[src/rtl/pc_sequencer_pkg.sv]
// Shared constants, state encoding and small address helpers for the PC sequencer.
package pc_sequencer_pkg;

   localparam logic [31:0] PC_INCR          = 32'd4;
   localparam logic [31:0] DEFAULT_RESET_PC = 32'h0000_0000;

   // Sequencer states (IDLE / FETCH / DELIVER), kept as plain constants.
   typedef logic [1:0] state_t;
   localparam state_t ST_IDLE    = 2'd0;
   localparam state_t ST_FETCH   = 2'd1;
   localparam state_t ST_DELIVER = 2'd2;

   // Clear the byte-offset bits so every fetch address is word aligned.
   function automatic logic [31:0] word_align(input logic [31:0] addr);
      return addr & ~32'h0000_0003;
   endfunction

   // Sign-extend a word-unit branch immediate into a byte displacement.
   function automatic logic [31:0] branch_disp(input logic [15:0] offset);
      return {{14{offset[15]}}, offset, 2'b00};
   endfunction

endpackage

[src/rtl/pc_sequencer_jump_target_gen.sv]
// J-type target formation: keeps the upper nibble of the sequential PC and
// splices in the 26-bit word index.
module jump_target_gen
   import pc_sequencer_pkg::*;
(
   input  logic [3:0]  pc_plus4_hi,
   input  logic [25:0] jump_index,
   output logic [31:0] target
);

   assign target = {pc_plus4_hi, jump_index, 2'b00};

endmodule

[src/rtl/pc_sequencer.sv]
// Instruction-fetch PC sequencer: fetches one word at a time, hands it to
// decode, then picks the next PC (jump > branch > sequential) or a redirect.
module pc_sequencer
   import pc_sequencer_pkg::*;
#(
   parameter logic [31:0] RESET_PC = DEFAULT_RESET_PC
)(
   input  logic        clk,
   input  logic        reset,
   output logic        imem_req,
   output logic [31:0] imem_addr,
   input  logic        imem_ack,
   input  logic [31:0] imem_rdata,
   output logic        instr_valid,
   output logic [31:0] instr,
   output logic [31:0] instr_pc,
   input  logic        instr_ready,
   input  logic        jump,
   input  logic [25:0] jump_index,
   input  logic        branch_taken,
   input  logic [15:0] branch_offset,
   input  logic        redirect,
   input  logic [31:0] redirect_pc
);

   state_t      state_r, state_nxt_s;
   logic [31:0] pc_r, pc_nxt_s;
   logic        pend_r, pend_nxt_s;
   logic [31:0] pend_pc_r, pend_pc_nxt_s;
   logic [31:0] instr_r, instr_nxt_s;
   logic [31:0] instr_pc_r, instr_pc_nxt_s;
   logic        req_r, req_nxt_s;
   logic        valid_r, valid_nxt_s;

   logic [31:0] pc_plus4_s;
   logic [31:0] jump_tgt_s;
   logic [31:0] branch_tgt_s;
   logic [31:0] redir_tgt_s;

   assign pc_plus4_s   = instr_pc_r + PC_INCR;
   assign branch_tgt_s = pc_plus4_s + branch_disp(branch_offset);
   assign redir_tgt_s  = word_align(redirect_pc);

   jump_target_gen u_jump_target_gen (
      .pc_plus4_hi (pc_plus4_s[31:28]),
      .jump_index  (jump_index),
      .target      (jump_tgt_s)
   );

   // Next-state, next-PC and capture logic for the fetch/deliver handshake.
   always_comb begin
      state_nxt_s    = state_r;
      pc_nxt_s       = pc_r;
      pend_nxt_s     = pend_r;
      pend_pc_nxt_s  = pend_pc_r;
      instr_nxt_s    = instr_r;
      instr_pc_nxt_s = instr_pc_r;
      case (state_r)
         ST_IDLE: begin
            state_nxt_s = ST_FETCH;
            if (redirect) begin
               pc_nxt_s = redir_tgt_s;
            end else begin
               pc_nxt_s = pc_r;
            end
         end
         ST_FETCH: begin
            if (imem_ack) begin
               if (redirect) begin
                  // Word belongs to the abandoned path: drop it, refetch at target.
                  pc_nxt_s   = redir_tgt_s;
                  pend_nxt_s = 1'b0;
               end else if (pend_r) begin
                  pc_nxt_s   = pend_pc_r;
                  pend_nxt_s = 1'b0;
               end else begin
                  instr_nxt_s    = imem_rdata;
                  instr_pc_nxt_s = pc_r;
                  state_nxt_s    = ST_DELIVER;
               end
            end else if (redirect) begin
               // The outstanding request must stay stable, so park the target.
               pend_nxt_s    = 1'b1;
               pend_pc_nxt_s = redir_tgt_s;
            end else begin
               pend_nxt_s = pend_r;
            end
         end
         ST_DELIVER: begin
            pend_nxt_s = 1'b0;
            if (redirect) begin
               pc_nxt_s    = redir_tgt_s;
               state_nxt_s = ST_FETCH;
            end else if (instr_ready) begin
               if (jump) begin
                  pc_nxt_s = jump_tgt_s;
               end else if (branch_taken) begin
                  pc_nxt_s = branch_tgt_s;
               end else begin
                  pc_nxt_s = pc_plus4_s;
               end
               state_nxt_s = ST_FETCH;
            end else begin
               state_nxt_s = ST_DELIVER;
            end
         end
         default: begin
            state_nxt_s = ST_IDLE;
            pend_nxt_s  = 1'b0;
         end
      endcase
      req_nxt_s   = (state_nxt_s == ST_FETCH);
      valid_nxt_s = (state_nxt_s == ST_DELIVER);
   end

   // State, PC and output registers; reset takes effect without a clock.
   always_ff @(posedge clk or posedge reset) begin
      if (reset) begin
         state_r    <= ST_IDLE;
         pc_r       <= word_align(RESET_PC);
         pend_r     <= 1'b0;
         pend_pc_r  <= 32'h0000_0000;
         instr_r    <= 32'h0000_0000;
         instr_pc_r <= 32'h0000_0000;
         req_r      <= 1'b0;
         valid_r    <= 1'b0;
      end else begin
         state_r    <= state_nxt_s;
         pc_r       <= pc_nxt_s;
         pend_r     <= pend_nxt_s;
         pend_pc_r  <= pend_pc_nxt_s;
         instr_r    <= instr_nxt_s;
         instr_pc_r <= instr_pc_nxt_s;
         req_r      <= req_nxt_s;
         valid_r    <= valid_nxt_s;
      end
   end

   assign imem_req    = req_r;
   assign imem_addr   = pc_r;
   assign instr_valid = valid_r;
   assign instr       = instr_r;
   assign instr_pc    = instr_pc_r;

endmodule

[config.mk]
export PLATFORM = sky130hd
export DESIGN_NAME = pc_sequencer
export DESIGN_NICKNAME = d
export VERILOG_FILES = /design/src/rtl/pc_sequencer_pkg.sv /design/src/rtl/pc_sequencer_jump_target_gen.sv /design/src/rtl/pc_sequencer.sv
export SDC_FILE = /design/constraint.sdc
export NUM_CORES = 1
export LEC_CHECK = 0
export CELL_PAD_IN_SITES_DETAIL_PLACEMENT = 0
export CELL_PAD_IN_SITES_GLOBAL_PLACEMENT = 1
export CORE_MARGIN = 4
export CORE_UTILIZATION = 41
export CTS_CLUSTER_SIZE = 8
export DETAILED_ROUTE_END_ITERATION = 7
export PLACE_DENSITY_LB_ADDON = 0.15
export RECOVER_POWER = 50
export SLEW_MARGIN = 20
export SYNTH_ARGS = -nofsm -noshare
export SYNTH_HDL_FRONTEND = slang
export SYNTH_SLANG_ARGS = --single-unit
[constraint.sdc]
create_clock -name clk -period 14.02 [get_ports clk]
set_input_delay 4.206 -clock clk [delete_from_list [all_inputs] [get_ports clk]]
set_output_delay 4.206 -clock clk [all_outputs]
set_load 0.005 [all_outputs]
==> flow_metrics.env <==
export IMPL_outcome="finished, violations left"
export IMPL_initial_core_utilization_pct=42.1
export IMPL_synthFlopType="dfrtp_1"
export IMPL_irDropWorstVdd_v=0.000137
export IMPL_cts_num_sinks=131
export IMPL_max_clock_path_buffers=2
export IMPL_synth_net_count=1013
export IMPL_layout_cells_non_filler=1328
export IMPL_remaining_drc_errors=0
export IMPL_maximum_number_of_pins_on_one_net_before_global_route_repair=68
export IMPL_clk_pin_slew_worst_paths_ps=60
export IMPL_synth_async_reset_ratio_pct=100
export IMPL_synth_sequential_area_ratio_pct=39.7
export IMPL_finalWorstPathRequiredPeriod_ps=8010
export IMPL_ctsHoldBuffers=0
export IMPL_postSynthAreaPerCell_um2=9.63
export IMPL_worst_ep_required_time_ps=14510
export IMPL_detail_route_antenna_nets=0
export IMPL_synth_cell_area_um2=8270
export IMPL_most_common_layout_cells="dfrtp_1 (131), clkdlybuf4s50_1 (112), dlygate4sd3_1 (96)"
export IMPL_postLayoutCoreUtil_pct=57.0
export IMPL_power_total_mw=2.48
export IMPL_wl_per_cell_um=20.1
export IMPL_min_delay_path_class="reg -> reg"
export IMPL_setup_tns_final_ps=0
export IMPL_finalWirelength_um=26700
export IMPL_drt_pass1_iterations=5
export IMPL_dieWidth_um=150
export IMPL_via_count_of_the_first_global_routing_pass=7232
export IMPL_place_gp_congestion=0.916
export IMPL_h_tree_depth=4
export IMPL_clock_latency_on_the_worst_skew_pair_ps=420
export IMPL_io_buffers=208
export IMPL_place_hpwl_um=19600
export IMPL_finalMaxSlewViolations=89
export IMPL_maxSlewHeadroom_pct=-66.7
export IMPL_drt_iter0_drc=492
export IMPL_rows=51
export IMPL_global_route_wire_length_before_repair_um=41500
export IMPL_leakagePower_nw=4.81
export IMPL_yosys_cell_types_count=64
export IMPL_grt_usage_pct=24.0
export IMPL_violations="capacitance limit, slew limit"
export IMPL_layout_commonest_cell="dfrtp_1"
export IMPL_critPathCaptureType="asynchronous set/reset pin"
export IMPL_layout_nets=1204
export IMPL_vias=7384
export IMPL_core_area_um2=19700
export IMPL_max_freq_ghz=0.125
export IMPL_grt_antenna_before_repair=3
export IMPL_synthCells=858
export IMPL_fraction_of_the_cycle_the_final_worst_path_needs_pct=57.1
export IMPL_placed_cells_incl_taps=1295
export IMPL_tritoncts_clock_tree="yes"
export IMPL_max_slew_worst_pin_slew_ps=2500
export IMPL_postCtsSetupRepairBufs=0
export IMPL_timing_critical_path_fanout_max=47
export IMPL_grt_overflow_total=0
export IMPL_stdcell_area_um2=11200
export IMPL_flow_area_growth_from_synthesis_pct=35.6
export IMPL_multi_input_area_um2=4760
export IMPL_die_h_um=150
export IMPL_clock_tree_root_cell="clkbuf_16"
export IMPL_timing_final_ws_setup_ps=6010
export IMPL_cts_made_buffers=17
export IMPL_maximum_clock_skew_at_final_layout_ps=9.48
export IMPL_worst_hold_slack_ps=498
export IMPL_drive_above_1_share_pct=13.9
export IMPL_design_die_area_um2=22500
export IMPL_crit_arrival_ps=8510
export IMPL_power_density_nw_per_um2=221
export IMPL_postCtsResizedCells=0
export IMPL_timing_critical_path_from_type="primary input"
export IMPL_finalSetupViolations=0
export IMPL_max_cap_violations=2
export IMPL_yosys_warnings=0
export IMPL_layout_filler_cells=1825
export IMPL_hold_violations=0
export IMPL_area_sequential_um2=3280
export IMPL_detailed_place_area_um2=10600
export IMPL_pre_cts_slack_ps=6230
export IMPL_rsz0062_at_grt="no"
export IMPL_worst_setup_path_type="in -> async"
export IMPL_ioPinCount=211
export IMPL_vias_per_cell=5.56
export IMPL_synth_seq_cells=131
export IMPL_number_of_enable_flip_flop_cells_after_synthesis=0
power by group:
part           internal [mW]  switching [mW]  total, mW
Clock                  0.274           0.180      0.454
Sequential             0.561           0.158      0.718
Combinational          0.637           0.667       1.30
routing by layer:
metal	wire length [µm]	track usage, %	vias up
li1	-	-	3524
met1	12300	34.3	3574
met2	11800	36.1	248
met3	2110	6.81	32
met4	389	5.81	6
met5	34	0	-
worst max-delay path: stages:
cell	delay, ps
dlygate4sd3_1	540
clkinvlp_2	1050
clkbuf_1	1860
buf_4	780
logic make-up (layout without fill, tap and decap cells):
kind of cell	Yosys count	count (layout)	synth area share [%]
buffers and inverters	67	271	3.04
AND/OR/NAND/NOR	236	236	13.4
flip-flops	131	131	39.7
multiplexers	103	103	13.9
other	0	1	0
XOR/XNOR	53	53	5.62
AO/OA/AOI/OAI	226	226	18.0
adder cells (fa/ha/maj)	42	42	6.45
synth_stat cells, drive strengths merged, types with 2 or more instances:
| master | count | area [µm²] |
|---|---|---|
| nand2 | 72 | 270 |
| a21o | 10 | 75.1 |
| o21a | 4 | 30.0 |
| o211ai | 4 | 30.0 |
| a21boi | 4 | 30.0 |
| xnor2 | 33 | 289 |
| and3 | 11 | 68.8 |
| o221a | 2 | 22.5 |
| or3 | 3 | 18.8 |
| and4 | 2 | 17.5 |
| a31oi | 4 | 25.0 |
| o41ai | 2 | 17.5 |
| nand4 | 11 | 68.8 |
| a211oi | 16 | 120 |
| nor2 | 66 | 248 |
| nand3 | 18 | 90.1 |
| a32oi | 4 | 35.0 |
| mux2i | 11 | 110 |
| nand4b | 2 | 17.5 |
| mux2 | 92 | 1040 |
| inv | 20 | 75.1 |
| o22ai | 7 | 43.8 |
| o31a | 2 | 17.5 |
| o22a | 3 | 26.3 |
| nor2b | 10 | 62.6 |
| nor4b | 2 | 17.5 |
| o21bai | 7 | 52.6 |
| dfrtp | 131 | 3280 |
| and2 | 4 | 25.0 |
| a2bb2oi | 2 | 17.5 |
| xor2 | 20 | 175 |
| a221oi | 9 | 103 |
| or2 | 4 | 25.0 |
| clkbuf | 41 | 154 |
| buf | 5 | 18.8 |
| a22oi | 4 | 30.0 |
| nor3 | 16 | 80.1 |
| nand2b | 8 | 50.1 |
| o31ai | 7 | 52.6 |
| o21ai | 62 | 314 |
| a21oi | 54 | 270 |
| nor4 | 4 | 25.0 |
| o221ai | 9 | 78.8 |
| ha | 41 | 513 |
final timing paths:
kind / start / end / slack (ps) / cells past startpoint
hold / removal: instr[15] / instr[15] / 500 / 1
min in group asynchronous: reset / instr[16] / 4680 / 2
hold reg to reg: instr[15] / instr[15] / 500 / 1
setup / recovery: reset / instr_pc[11] / 6010 / 4
setup reg to reg: instr_pc[5] / imem_addr[30] / 9610 / 15
max in group clk: branch_offset[0] / imem_addr[30] / 6610 / 13
state kept, by name, summed over array words and instances (netlist names):
signal       flops
imem_addr       32
imem_req         1
instr           32
instr_pc        32
instr_valid      1
pend_pc_r       30
pend_r           1
state_r          2
layout make-up:
cell class / instances / share of cell area, %
multi-input cells: 660 / 42.5
repair buffers: 218 / 19.2
flip-flops and latches: 131 / 29.3
well taps: 265 / 2.96
clock buffers: 19 / 4.04
clock inverters: 13 / 1.33
diodes: 1 / 0.0223
inverters: 21 / 0.715
Power figures use the tool's default switching activity.
